File: src/rtl/edge_timestamp_logger_if.sv
// Event-read bus between the edge logger and its host.
// Carries the monitored bit in, and the FIFO head, flags and pop request.
// master = host/bench side, slave = logger side.
interface edge_timestamp_logger_if #(
  parameter int TS_WIDTH = 16,
  parameter int DEPTH    = 8
);
  logic                     q_in;
  logic                     rd_en;
  logic [TS_WIDTH:0]        rd_data;
  logic                     empty;
  logic                     full;
  logic [$clog2(DEPTH):0]   count;
  logic                     overflow;

  modport master (
    output q_in, rd_en,
    input  rd_data, empty, full, count, overflow
  );

  modport slave (
    input  q_in, rd_en,
    output rd_data, empty, full, count, overflow
  );
endinterface

File: src/rtl/edge_timestamp_logger.sv
// Tags every sampled transition of q_in with a free-running cycle count and queues it in a FWFT FIFO.
// Latency: an event is visible on rd_data/count one cycle after the edge that samples the transition.
// Backpressure: none upstream; with the FIFO full and no pop the event is dropped and overflow sticks.
module edge_timestamp_logger #(
  parameter int TS_WIDTH = 16,
  parameter int DEPTH    = 8
) (
  input  logic                   clk,
  input  logic                   rst,
  edge_timestamp_logger_if.slave bus
);
  localparam int AW = $clog2(DEPTH);
  localparam int CW = AW + 1;
  localparam logic [CW-1:0] DEPTH_C = CW'(DEPTH);

  logic [TS_WIDTH-1:0] ts_q, ts_d;
  logic                prev_q, prev_d;
  logic [AW-1:0]       wr_ptr_q, wr_ptr_d;
  logic [AW-1:0]       rd_ptr_q, rd_ptr_d;
  logic [CW-1:0]       count_q, count_d;
  logic                ovf_q, ovf_d;
  logic [TS_WIDTH:0]   mem_q [DEPTH];

  logic edge_det;
  logic do_push;
  logic do_pop;
  logic empty_w;
  logic full_w;

  // Flags come only from registered count; push may use the slot a same-cycle pop frees.
  always_comb begin
    empty_w  = (count_q == '0);
    full_w   = (count_q == DEPTH_C);
    edge_det = bus.q_in ^ prev_q;
    do_pop   = bus.rd_en & ~empty_w;
    do_push  = edge_det & (~full_w | do_pop);
    ts_d     = ts_q + TS_WIDTH'(1);
    prev_d   = bus.q_in;
    wr_ptr_d = do_push ? wr_ptr_q + AW'(1) : wr_ptr_q;
    rd_ptr_d = do_pop  ? rd_ptr_q + AW'(1) : rd_ptr_q;
    count_d  = count_q + CW'(do_push) - CW'(do_pop);
    ovf_d    = ovf_q | (edge_det & full_w & ~do_pop);
  end

  // Control state: timestamp, previous sample, pointers, occupancy and sticky drop flag.
  always_ff @(posedge clk or posedge rst) begin
    if (rst) begin
      ts_q     <= '0;
      prev_q   <= 1'b0;
      wr_ptr_q <= '0;
      rd_ptr_q <= '0;
      count_q  <= '0;
      ovf_q    <= 1'b0;
    end else begin
      ts_q     <= ts_d;
      prev_q   <= prev_d;
      wr_ptr_q <= wr_ptr_d;
      rd_ptr_q <= rd_ptr_d;
      count_q  <= count_d;
      ovf_q    <= ovf_d;
    end
  end

  // Event storage; the word carries the new level (edge type) and the pre-increment timestamp.
  always_ff @(posedge clk) begin
    if (do_push) begin
      mem_q[wr_ptr_q] <= {bus.q_in, ts_q};
    end
  end

  // Head is masked to zero while empty so stale storage never leaks out after reset.
  assign bus.rd_data  = empty_w ? '0 : mem_q[rd_ptr_q];
  assign bus.empty    = empty_w;
  assign bus.full     = full_w;
  assign bus.count    = count_q;
  assign bus.overflow = ovf_q;
endmodule

File: src/flat_wrapper.sv
// flat-port wrapper written by rule: the top's interface ports become plain ports
module edge_timestamp_logger_flat 
#(
  parameter int TS_WIDTH = 16,
  parameter int DEPTH    = 8
)
  (clk, rst, bus_q_in, bus_rd_en, bus_rd_data, bus_empty, bus_full, bus_count, bus_overflow);
  edge_timestamp_logger_if #(.TS_WIDTH(TS_WIDTH), .DEPTH(DEPTH)) bus_i ();
  input  logic clk;
  input  logic rst;
  input wire logic [$bits(bus_i.q_in)-1:0] bus_q_in;
  input wire logic [$bits(bus_i.rd_en)-1:0] bus_rd_en;
  output wire logic [$bits(bus_i.rd_data)-1:0] bus_rd_data;
  output wire logic [$bits(bus_i.empty)-1:0] bus_empty;
  output wire logic [$bits(bus_i.full)-1:0] bus_full;
  output wire logic [$bits(bus_i.count)-1:0] bus_count;
  output wire logic [$bits(bus_i.overflow)-1:0] bus_overflow;
  assign bus_i.q_in = bus_q_in;
  assign bus_i.rd_en = bus_rd_en;
  assign bus_rd_data = bus_i.rd_data;
  assign bus_empty = bus_i.empty;
  assign bus_full = bus_i.full;
  assign bus_count = bus_i.count;
  assign bus_overflow = bus_i.overflow;
  edge_timestamp_logger #(.TS_WIDTH(TS_WIDTH), .DEPTH(DEPTH)) u_core (.clk(clk), .rst(rst), .bus(bus_i));
endmodule
File: config.mk
export PLATFORM = sky130hd
export DESIGN_NAME = edge_timestamp_logger_flat
export DESIGN_NICKNAME = d
export VERILOG_FILES = /design/src/rtl/edge_timestamp_logger_if.sv /design/src/rtl/edge_timestamp_logger.sv /design/src/flat_wrapper.sv
export SDC_FILE = /design/constraint.sdc
export NUM_CORES = 1
export LEC_CHECK = 0
export ABC_AREA = 0
export CAP_MARGIN = 30
export CORE_MARGIN = 4
export CORE_UTILIZATION = 45
export CTS_CLUSTER_SIZE = 8
export DETAILED_ROUTE_END_ITERATION = 7
export DONT_BUFFER_PORTS = 1
export MAX_ROUTING_LAYER = met4
export SLEW_MARGIN = 20
export SYNTH_ARGS = -nofsm -noshare
export SYNTH_HDL_FRONTEND = slang
export SYNTH_SLANG_ARGS = --single-unit
File: constraint.sdc
create_clock -name clk -period 9.02 [get_ports clk]
set_clock_uncertainty 0.15 [all_clocks]
set_input_delay 1.804 -clock clk [delete_from_list [all_inputs] [get_ports clk]]
set_output_delay 1.804 -clock clk [all_outputs]
set_load 0.01 [all_outputs]
==> flow_summary.rst <==
.. list-table::
   :header-rows: 1

   * - Metric
     - Value
   * - Clock transition at the registers of the reported paths
     - 0.06 ns
   * - Required time of the critical path
     - 7.07 ns
   * - Top-area cell type share of the netlist area
     - 62.14%
   * - Post-Syn Area
     - 0.006573 mm²
   * - Maximum buffer depth of the clock tree
     - 2
   * - Period minus WS final
     - ~4.4 ns
   * - Cts-stage hold buffer count
     - 0
   * - Max-cap violations
     - 0
   * - Clk sinks
     - 164
   * - Cell types occupying the most area after synthesis
     - sky130_fd_sc_hd__edfxtp_1, sky130_fd_sc_hd__dfrtp_1, sky130_fd_sc_hd__mux4_1, sky130_fd_sc_hd__mux4_2, sky130_fd_sc_hd__inv_1
   * - Worst slew margin relative to its limit
     - 38.76%
   * - Design Power
     - between 0.002 and 0.0025 W
   * - Post-route DRC violation count
     - 0
   * - Main combinational cell family by area after synthesis
     - multiplexers
   * - Setup TNS after final layout
     - 0 ns
   * - Total global routing track utilization
     - between 10% and 20%
   * - Source-to-sink clock delay at the later pin of the worst-skew pair
     - approximately 0.42 ns
   * - Parity-gate share of the synthesized area counting xor and xnor cells
     - about 2.8%
   * - Fraction of power consumed by combinational cells
     - 24.7%
   * - Sequential fraction of design power
     - ~44%
   * - Effective utilization at floorplan
     - 46.63%
   * - Cell count after synthesis
     - roughly 350
   * - Slew @ Worst Pin
     - 0.9186 ns
   * - Number of port buffers
     - 0
   * - Area fraction in compound gates after synthesis
     - 2.056%
   * - Wire length of the first global-routing pass
     - 18730 µm
   * - Core area
     - 0.01410 mm²
   * - Number of hold-slack violations in the final timing report
     - 0
   * - Maximum number of pins on one net before global-route repair
     - 29
   * - Arrival time at the worst endpoint
     - approximately 2.4 ns
   * - Die footprint
     - 0.01660 mm²
   * - Share of layout cells above drive strength 1
     - roughly 17%
   * - Clock Tree Root
     - sky130_fd_sc_hd__clkbuf_16
   * - Top-level I/O count
     - 28
   * - H-tree depth
     - 4
   * - Buffer count from post-CTS setup fixing
     - 0
   * - Total Nets Final
     - 381
   * - Worst Path Max Fanout
     - 20
   * - Setup crit start kind
     - flip-flop
   * - Library cell occupying the most area in the post-synthesis netlist
     - sky130_fd_sc_hd__edfxtp_1
   * - Worst min-delay path category
     - reg -> reg
   * - Width of the die
     - 128.9 µm
   * - Post-synthesis adder-cell area fraction
     - 1.828%
   * - Part of the cycle the worst path needs
     - 48.36%
   * - Total of flip-flops plus latches after synthesis
     - 164
   * - RSZ-0062 raised after global routing
     - false
   * - WS Path Type
     - reg -> out
   * - Final estimated routing congestion in global placement
     - 0.6970
   * - Number of pins with negative max-slew slack in the final report
     - 0
   * - P_int
     - approximately 0.0017 W
   * - Die H
     - 128.9 µm
   * - Initial antenna violation count
     - 0
   * - CTS-repair resized insts
     - 0
   * - Slowest Stage Delay on Critical Path
     - 0.69 ns
   * - Leakage power figure
     - 2.745 nW
   * - EDFF count, synth
     - 136
   * - Crit end category
     - output pin
   * - Area Overhead vs Synth
     - 12.83%
   * - Proportion of power drawn by the clock network
     - 31.2%
   * - Peak supply drop
     - 0.1594 mV
   * - Warnings from Yosys
     - 0
   * - Via count of the first global-routing pass
     - 3146
   * - Average routed wire per standard cell
     - 20.67 µm
   * - Reg2Reg Setup Slack
     - between 6 and 7 ns
   * - Post-synthesis sequential area ratio
     - 72.80%
   * - Post-synthesis net count
     - 362
   * - DP Wirelength
     - just over 7000 µm
   * - Top_reg_cell synth
     - sky130_fd_sc_hd__edfxtp_1
   * - Final wirelength
     - around 12000 µm
   * - CP cell instances
     - buf_4, mux4_1, inv_1, o22ai_1
   * - Final antenna diode count
     - 0
   * - Post-route ant nets
     - 0
   * - Outcome
     - completed
   * - Fraction of synthesized area in multiplexers
     - 13.29%
   * - Share of flip-flops with an asynchronous set or reset
     - 17.07%
   * - Vias post-DR
     - 3034
   * - Switching power share of the total
     - 29.25%
   * - CTS buffer count
     - 17
   * - Avg Synthesized Cell Area
     - approximately 19 µm²
   * - Maximum operating frequency
     - between 200 and 250 MHz
   * - P per Cell Area
     - 314.6 mW/mm²
   * - Fraction of the mapped netlist area in simple logic gates
     - under 10%
   * - Post-DR vias/cell
     - between 5 and 6
   * - Slowest library cell on the worst path
     - sky130_fd_sc_hd__dfrtp_2
   * - Detailed router's first-iteration violation count
     - around 190
   * - P_sw
     - 0.0006826 W
   * - Layout Utilization
     - 52.61%
   * - Global route total overflow
     - 0
   * - First drt pass iteration count
     - 4
   * - Final number of setup-violating endpoints
     - 0
   * - Number of unique standard cell types used by synthesis
     - 34
   * - CTS tree
     - yes
   * - Worst hold margin
     - 0.3533 ns
   * - Number of rows in the core area
     - 43
-- power groups by stage --
stage          registers, W  logic, W  clock network, W
2_1_floorplan      0.000997  0.000497                 0
3_3_place_gp        0.00105  0.000591                 0
3_5_place_dp        0.00105  0.000594                 0
4_1_cts             0.00103  0.000597          0.000741
5_1_grt             0.00105  0.000641          0.000776
6_report            0.00103  0.000576          0.000728
-- sequential cells by signal (all words and copies together), names as in the netlist --
| register | cells |
|---|---|
| u_core.bus.overflow | 1 |
| u_core.bus.count | 4 |
| u_core.ts_q | 16 |
| u_core.wr_ptr_q | 3 |
| u_core.mem_q | 136 |
| u_core.prev_q | 1 |
| u_core.rd_ptr_q | 3 |
-- placed cells by master (no fill, tap or decap), types with 2 or more instances in the layout --
master                        n
sky130_fd_sc_hd__buf_4       11
sky130_fd_sc_hd__bufinv_16    3
sky130_fd_sc_hd__clkbuf_16   17
sky130_fd_sc_hd__clkbuf_8     3
sky130_fd_sc_hd__clkinv_2     6
sky130_fd_sc_hd__dfrtp_1     27
sky130_fd_sc_hd__edfxtp_1   136
sky130_fd_sc_hd__ha_1         8
sky130_fd_sc_hd__inv_1       41
sky130_fd_sc_hd__mux2_2       2
sky130_fd_sc_hd__mux4_1      20
sky130_fd_sc_hd__mux4_2      14
sky130_fd_sc_hd__nand2_1     11
sky130_fd_sc_hd__nand2b_1     5
sky130_fd_sc_hd__nand3_1      7
sky130_fd_sc_hd__nand4_1      2
sky130_fd_sc_hd__nor2_1      10
sky130_fd_sc_hd__nor3_2       2
sky130_fd_sc_hd__o22ai_1     17
sky130_fd_sc_hd__xnor2_1     13
sky130_fd_sc_hd__xor2_1       8
-- synth_stat cells, types with 3 or more instances --
cell / count
sky130_fd_sc_hd__nor3_1: 3
sky130_fd_sc_hd__nand3_1: 7
sky130_fd_sc_hd__mux4_1: 20
sky130_fd_sc_hd__nand2b_1: 5
sky130_fd_sc_hd__xnor2_1: 13
sky130_fd_sc_hd__o22ai_1: 17
sky130_fd_sc_hd__nand2_1: 11
sky130_fd_sc_hd__ha_1: 8
sky130_fd_sc_hd__edfxtp_1: 136
sky130_fd_sc_hd__buf_2: 3
sky130_fd_sc_hd__dfrtp_1: 28
sky130_fd_sc_hd__buf_6: 4
sky130_fd_sc_hd__xor2_1: 8
sky130_fd_sc_hd__mux4_2: 14
sky130_fd_sc_hd__nor2_1: 10
sky130_fd_sc_hd__inv_1: 41
-- final cells by class --
| type | instances | area [µm²] |
|---|---|---|
| Tap cell | 180 | 225.2 |
| Sequential cell | 164 | 4786 |
| Clock buffer | 21 | 470.5 |
| Multi-Input combinational cell | 133 | 1567 |
| Clock inverter | 11 | 131.4 |
| Fill cell | 1127 | 6680 |
| Timing Repair Buffer | 11 | 82.58 |
| Inverter | 41 | 153.9 |
-- worst max-delay path: cells and delay by family, from the launching register on --
family,cells,cell delay [ns]
buffers and inverters,2,0.54
AO/OA/AOI/OAI,1,0.13
multiplexers,1,0.62
flip-flops,1,0.69
-- final timing paths --
kind / cells after the start / to / startpoint
worst max-delay path: 4 / bus_rd_data[0] / u_core.rd_ptr_q[0]
worst min-delay path: 1 / u_core.rd_ptr_q[2] / u_core.rd_ptr_q[2]
worst max register to register: 7 / u_core.mem_q[0][13] / u_core.bus.count[2]
worst min register to register: 1 / u_core.rd_ptr_q[2] / u_core.rd_ptr_q[2]
max in group asynchronous: 2 / u_core.rd_ptr_q[0] / rst
min in group asynchronous: 2 / u_core.bus.count[1] / rst
-- stage by stage --
stage               setup slack, ns  cell area (µm²)  instances
floorplan                     4.944             6573        349
global placement              5.000             6814        529
detailed placement            4.997             6814        529
CTS                           4.586             7416        561
global route                  4.532             7416        561
finish                        4.658             7416        561
-- routing by layer --
| metal | global-route usage, % | wire, µm | part of all wire [%] |
|---|---|---|---|
| met5 | - | 0 | 0 |
| met4 | 7.227 | 246 | 2.1 |
| met2 | 23.99 | 5636 | 49 |
| met3 | 4.774 | 389 | 3.4 |
| met1 | 20.65 | 5321 | 46 |
-- cells by family (layout without fill, tap and decap cells) --
kind of cell,Yosys count,after routing
flops,164,164
buf+inv,52,84
simple gates,45,45
mux,37,37
compound gates,21,21
xor+xnor,21,21
fa+ha+maj,9,9
No activity file was read; power rests on OpenSTA's default activity.
